**config.mk**
```make
export PLATFORM = sky130hd
export DESIGN_NAME = sap2_mini_ctrl
export DESIGN_NICKNAME = d
export VERILOG_FILES = /design/src/rtl/sap2_mini_pkg.sv /design/src/rtl/sap2_mini_ring.sv /design/src/rtl/sap2_mini_ctrl.sv
export SDC_FILE = /design/constraint.sdc
export NUM_CORES = 1
export LEC_CHECK = 0
export ABC_CLOCK_PERIOD_IN_PS = 4000
export BUFFER_PORTS_ARGS = -buffer_cell sky130_fd_sc_hd__buf_2
export CAP_MARGIN = 30
export CORE_MARGIN = 1
export CORE_UTILIZATION = 40
export CTS_CLUSTER_DIAMETER = 200
export DETAILED_ROUTE_END_ITERATION = 12
export GPL_ROUTABILITY_DRIVEN = 0
export PLACE_DENSITY = 0.72
export SLEW_MARGIN = 20
export SYNTH_ARGS = -nofsm -noshare
export SYNTH_HDL_FRONTEND = slang
export SYNTH_SLANG_ARGS = --single-unit
```
**constraint.sdc**
```tcl
create_clock -name clk -period 4 [get_ports clk]
set_input_delay 0.2 -clock clk [delete_from_list [all_inputs] [get_ports clk]]
set_output_delay 0.2 -clock clk [all_outputs]
set_load 0.01 [all_outputs]
```
**src/rtl/sap2_mini_pkg.sv**
```systemverilog
// rtl/sap2_mini_pkg.sv - shared constants for the SAP-2 mini controller-sequencer
package sap2_mini_pkg;

  localparam int CW_WIDTH = 16;
  localparam int T_NUM    = 6;

  // Opcode nibble as presented by the instruction register
  localparam logic [3:0] OP_NOP = 4'h0;
  localparam logic [3:0] OP_LDA = 4'h1;
  localparam logic [3:0] OP_ADD = 4'h2;
  localparam logic [3:0] OP_SUB = 4'h3;
  localparam logic [3:0] OP_STA = 4'h4;
  localparam logic [3:0] OP_LDI = 4'h5;
  localparam logic [3:0] OP_JMP = 4'h6;
  localparam logic [3:0] OP_JC  = 4'h7;
  localparam logic [3:0] OP_JZ  = 4'h8;
  localparam logic [3:0] OP_OUT = 4'hE;
  localparam logic [3:0] OP_HLT = 4'hF;

  // Control word bit positions; _N marks active-low loads
  localparam int CW_CP   = 0;
  localparam int CW_EP   = 1;
  localparam int CW_LM_N = 2;
  localparam int CW_CE   = 3;
  localparam int CW_LI_N = 4;
  localparam int CW_EI   = 5;
  localparam int CW_LA_N = 6;
  localparam int CW_EA   = 7;
  localparam int CW_SU   = 8;
  localparam int CW_EU   = 9;
  localparam int CW_LB_N = 10;
  localparam int CW_LO_N = 11;
  localparam int CW_J    = 12;
  localparam int CW_WE   = 13;
  localparam int CW_FI   = 14;
  localparam int CW_HLT  = 15;

  // Everything inactive: active-low loads sit high, all else low
  localparam logic [CW_WIDTH-1:0] CW_IDLE = 16'h0C54;

  // One-hot T-states
  localparam logic [T_NUM-1:0] T1 = 6'b000001;
  localparam logic [T_NUM-1:0] T2 = 6'b000010;
  localparam logic [T_NUM-1:0] T3 = 6'b000100;
  localparam logic [T_NUM-1:0] T4 = 6'b001000;
  localparam logic [T_NUM-1:0] T5 = 6'b010000;
  localparam logic [T_NUM-1:0] T6 = 6'b100000;

  // Assert one control signal, honouring its polarity (active-low bits are the ones high in CW_IDLE)
  function automatic logic [CW_WIDTH-1:0] cw_on(input logic [CW_WIDTH-1:0] cw, input int idx);
    logic [CW_WIDTH-1:0] m;
    m = 16'h0001 << idx;
    return ((CW_IDLE & m) != 16'h0000) ? (cw & ~m) : (cw | m);
  endfunction

endpackage

```
**src/rtl/sap2_mini_ring.sv**
```systemverilog
// rtl/sap2_mini_ring.sv - one-hot T-state ring counter with hold and restart
module sap2_mini_ring #(
  parameter int T_N = 6
) (
  input  logic           clk_i,
  input  logic           clr_i,
  input  logic           hold_i,
  input  logic           restart_i,
  output logic [T_N-1:0] t_state_o
);

  localparam logic [T_N-1:0] T_FIRST = {{(T_N-1){1'b0}}, 1'b1};

  logic [T_N-1:0] state_q;
  logic [T_N-1:0] state_d;
  logic           onehot;

  // Next state: bad encodings recover to T1; hold beats restart so a stalled last state delays the wrap
  always_comb begin
    state_d = state_q;
    onehot  = (state_q != '0) && ((state_q & (state_q - T_FIRST)) == '0);
    if (!onehot) begin
      state_d = T_FIRST;
    end else if (hold_i) begin
      state_d = state_q;
    end else if (restart_i) begin
      state_d = T_FIRST;
    end else begin
      state_d = {state_q[T_N-2:0], state_q[T_N-1]};
    end
  end

  // State register; clr wins over everything
  always_ff @(posedge clk_i) begin
    if (clr_i) begin
      state_q <= T_FIRST;
    end else begin
      state_q <= state_d;
    end
  end

  assign t_state_o = state_q;

endmodule

```
**src/rtl/sap2_mini_ctrl.sv**
```systemverilog
// rtl/sap2_mini_ctrl.sv - SAP-2 mini control word decoder and sequencer top
module sap2_mini_ctrl
  import sap2_mini_pkg::*;
#(
  parameter int CW_W = 16,
  parameter int T_N  = 6
) (
  input  logic            clk,
  input  logic            clr,
  input  logic [3:0]      opcode,
  input  logic            flag_z,
  input  logic            flag_c,
  input  logic            mem_rdy,
  output logic [CW_W-1:0] cw,
  output logic [T_N-1:0]  t_state,
  output logic            halted
);

  logic                hold;
  logic                restart;
  logic                halted_q;
  logic                halted_d;
  logic [CW_W-1:0]     cw_c;

  sap2_mini_ring #(.T_N(T_N)) u_ring (
    .clk_i     (clk),
    .clr_i     (clr),
    .hold_i    (hold),
    .restart_i (restart),
    .t_state_o (t_state)
  );

  // Decode control word, stall/halt hold and end-of-instruction from the current T-state
  always_comb begin
    cw_c     = CW_IDLE;
    hold     = 1'b0;
    restart  = 1'b0;
    halted_d = halted_q;
    if (clr) begin
      cw_c = CW_IDLE;
    end else if (halted_q) begin
      cw_c = cw_on(CW_IDLE, CW_HLT);
      hold = 1'b1;
    end else begin
      case (t_state)
        T1: cw_c = cw_on(cw_on(CW_IDLE, CW_EP), CW_LM_N);
        T2: cw_c = cw_on(CW_IDLE, CW_CP);
        T3: begin
          cw_c = cw_on(cw_on(CW_IDLE, CW_CE), CW_LI_N);
          hold = !mem_rdy;
        end
        T4: begin
          case (opcode)
            OP_LDA, OP_ADD, OP_SUB, OP_STA:
              cw_c = cw_on(cw_on(CW_IDLE, CW_EI), CW_LM_N);
            OP_LDI: begin
              cw_c    = cw_on(cw_on(CW_IDLE, CW_EI), CW_LA_N);
              restart = 1'b1;
            end
            OP_JMP: begin
              cw_c    = cw_on(cw_on(CW_IDLE, CW_EI), CW_J);
              restart = 1'b1;
            end
            OP_JC: begin
              if (flag_c) cw_c = cw_on(cw_on(CW_IDLE, CW_EI), CW_J);
              restart = 1'b1;
            end
            OP_JZ: begin
              if (flag_z) cw_c = cw_on(cw_on(CW_IDLE, CW_EI), CW_J);
              restart = 1'b1;
            end
            OP_OUT: begin
              cw_c    = cw_on(cw_on(CW_IDLE, CW_EA), CW_LO_N);
              restart = 1'b1;
            end
            OP_HLT: begin
              cw_c     = cw_on(CW_IDLE, CW_HLT);
              hold     = 1'b1;
              halted_d = 1'b1;
            end
            default: restart = 1'b1;
          endcase
        end
        T5: begin
          case (opcode)
            OP_LDA: begin
              cw_c    = cw_on(cw_on(CW_IDLE, CW_CE), CW_LA_N);
              hold    = !mem_rdy;
              restart = 1'b1;
            end
            OP_ADD, OP_SUB: begin
              cw_c = cw_on(cw_on(CW_IDLE, CW_CE), CW_LB_N);
              hold = !mem_rdy;
            end
            OP_STA: begin
              cw_c    = cw_on(cw_on(CW_IDLE, CW_EA), CW_WE);
              hold    = !mem_rdy;
              restart = 1'b1;
            end
            default: restart = 1'b1;
          endcase
        end
        T6: begin
          if (opcode == OP_ADD || opcode == OP_SUB) begin
            cw_c = cw_on(cw_on(cw_on(CW_IDLE, CW_EU), CW_LA_N), CW_FI);
            if (opcode == OP_SUB) cw_c = cw_on(cw_c, CW_SU);
          end
          restart = 1'b1;
        end
        default: cw_c = CW_IDLE;
      endcase
    end
  end

  // Halt flag register; only clr releases it
  always_ff @(posedge clk) begin
    if (clr) begin
      halted_q <= 1'b0;
    end else begin
      halted_q <= halted_d;
    end
  end

  assign cw     = cw_c;
  assign halted = halted_q;

endmodule

```
==> run summary <==
status -> completed
most frequent cells in the layout -> 31 x buf_2, 14 x nor2_1, 9 x nand2_1
RSZ-0062 raised after global routing -> no
Crit Path Class -> flop to output pin
largest family of logic cells by synthesized area -> simple AND/OR/NAND/NOR gates
Worst-path clk slew -> 60 ps
via count -> 951
Fin. Hold Viols -> 0
Post-Synth Adder-Cell Area -> 0
min-delay src -> clr
maxcap violations -> 0
Layout Cells excl Fill -> 166
first-pass GRT wire length -> 3.53 mm
setup TNS -> 0 ps
Pwr Density -> 401 nW/um^2
top-area cell type share of the netlist area -> 0.163
share of layout cells above drive strength 1 -> 0.295
Worst Path Required -> 3800 ps
io pins -> 32
Post-Route WL -> 2.12 mm
crit path capture type -> output pin
P_int -> 0.000218 W
WP data arrival -> 2150 ps
FMAX -> 0.426 GHz
fill cell count -> 200
post-DR vias/cell -> 5.73
post-synthesis mux area share -> 0.0233
Post-Syn Nets -> 125
DR iter-0 viols -> 16
Site Rows -> 16
fin nets -> 149
All-Layer GR Usage -> 0.182
Seq/Total Area, Yosys -> 0.163
CTS H-tree lvls -> 1
Flop pwr share -> 0.319
Chip Height -> 48.4 um
CP Max Fanout -> 14
Layout area overhead -> 18.0%
core area -> 2000 um^2
initial antenna violation count -> 0
LEAKAGE -> 0.465 nW
post-DP HPWL -> 1.61 mm
top cells by area, synth -> dfxtp_1 16%, nor2_1 6.1%, nand2b_1 4.4%
CTS buffer count -> 3
post-CTS setup repair buffer count -> 0
Design Power -> 0.000408 W
grt total ovfl -> 0
vias in the first global route -> 787
sw power -> 0.000190 W
Wirelength per Cell -> 12.8 um
starting density of the core -> 0.430
synthesized instance count -> 116
largest net degree at the start of global routing -> 16
worst hold-check path type -> input port to flop
die width -> 48.4 um
Placed Instances -> 162
PostCTS Resize Cnt -> 0
area leader, netlist -> dfxtp_1
IO Port Bufs -> 31
worst r2r src -> u_ring.t_state_o[3]
CTS tree -> built
crit share post-route -> 0.587
measured slew at the worst slew-check pin -> 662 ps
Simple-Gate Fraction of Synth Area -> 0.349
Switching Share -> 0.465
asr flop ratio synth -> 0
die footprint -> 2340 um^2
n_diodes -> 0
CTS Sinks -> 7
detailed-route DRC error count -> 0
flop-to-flop setup slack -> 1950 ps
count of pins over their slew limit -> 0
Comb pwr share -> 0.517
Critical Path Source -> u_ring.t_state_o[2]
count of final setup violators -> 0
Rel. slew slack -> 0.558
startpoint types -> flop
Avg Cell Area, Syn -> 7.42 um^2
clk root buf -> clkbuf_4
Final Skew -> 3.27 ps
Synth Area in Compound Gates -> 0.340
mapped cell area -> 861 um^2
CTS Hold Bufs -> 0
EDFF count, synth -> 0
Max clock buf depth -> 2
worst-case vdd ir drop -> 0.323 mV
Synth Area in XOR/XNOR -> 0.0509
Initial DRT Pass Iterations -> 4
Final ANT Viol Nets -> 0
Worst-Skew Late Latency -> 250 ps
YS warnings -> 0
Most used DFF post-synth -> dfxtp_1
clock share of power -> 0.163
Seq cells post-synth -> 7
most common cell after layout, fill and taps aside -> buf_2
Yosys cell types -> 48
fin util -> 0.508
Final Critical Period -> 2350 ps
cell families (layout without fill, tap and decap cells):
| group | after synthesis | in the layout |
|---|---|---|
| flip-flops | 7 | 7 |
| buffers and inverters | 13 | 36 |
| AO/OA/AOI/OAI | 34 | 34 |
| AND/OR/NAND/NOR | 55 | 55 |
| multiplexers | 2 | 2 |
| XOR/XNOR | 5 | 5 |
power groups by stage:
| stage | logic [W] | registers [W] | clock network, W |
|---|---|---|---|
| 5_1_grt | 0.000238 | 0.000136 | 0.0000734 |
| 2_1_floorplan | 0.000192 | 0.000104 | 0 |
| 3_5_place_dp | 0.000212 | 0.000131 | 0 |
| 4_1_cts | 0.000213 | 0.000130 | 0.0000687 |
| 3_3_place_gp | 0.000211 | 0.000129 | 0 |
| 6_report | 0.000211 | 0.000130 | 0.0000666 |
critical path, stage by stage (launching register included):
cell,delay (ps)
dfxtp_1,440
or4_4,640
nor2_1,290
a21oi_1,110
a31oi_1,170
a2111o_1,130
buf_2,120
registers in the layout, indices dropped and copies added (netlist names):
name / flops
halted: 1
u_ring.t_state_o: 6
synthesized netlist by cell type (all sizes together), types with 2 or more instances:
master   n
o21bai   3
o21ai    6
o211ai   3
a21o     2
nor3     3
xor2     4
mux2i    2
and3     2
a221oi   3
a211o    2
or2      2
nand2b   6
nand3    3
or4      2
a21oi    3
nor2    14
nand2    9
buf      5
nand4    2
or3      3
nor4b    3
clkbuf   7
dfxtp    7
o41ai    3
metrics by stage:
stage	hold slack (ps)	setup WS (ps)	instance area, um^2
after floorplan	499	1980	861
after global placement	584	1970	990
after detailed placement	590	1930	990
after CTS	320	1650	1020
after global routing	322	1520	1020
final	332	1650	1020
layer usage:
metal | up-vias | share of wire | routed length [um] | global-route usage
li1 | 485 | - | - | -
met1 | 440 | 0.50 | 1060 | 0.250
met2 | 26 | 0.45 | 957 | 0.286
met3 | 0 | 0.048 | 102 | 0.0472
met4 | 0 | 0 | 0 | 0.0343
met5 | - | 0 | 0 | 0
cell type report:
| type | count | area [um^2] | share of cell area |
|---|---|---|---|
| clock buffer | 4 | 26.3 | 0.0259 |
| inverter | 1 | 3.75 | 0.00369 |
| multi-input combinational | 96 | 657 | 0.647 |
| sequential | 7 | 140 | 0.138 |
| tap | 27 | 33.8 | 0.0333 |
| timing repair buffer | 31 | 155 | 0.153 |
final timing paths:
path	endpoint	cells past startpoint
worst max-delay path	cw[6]	6
worst max register to register	u_ring.t_state_o[4]	5
worst min-delay path	halted	2
worst min register to register	u_ring.t_state_o[5]	2
Note: power is estimated with default switching activity, not from simulation.
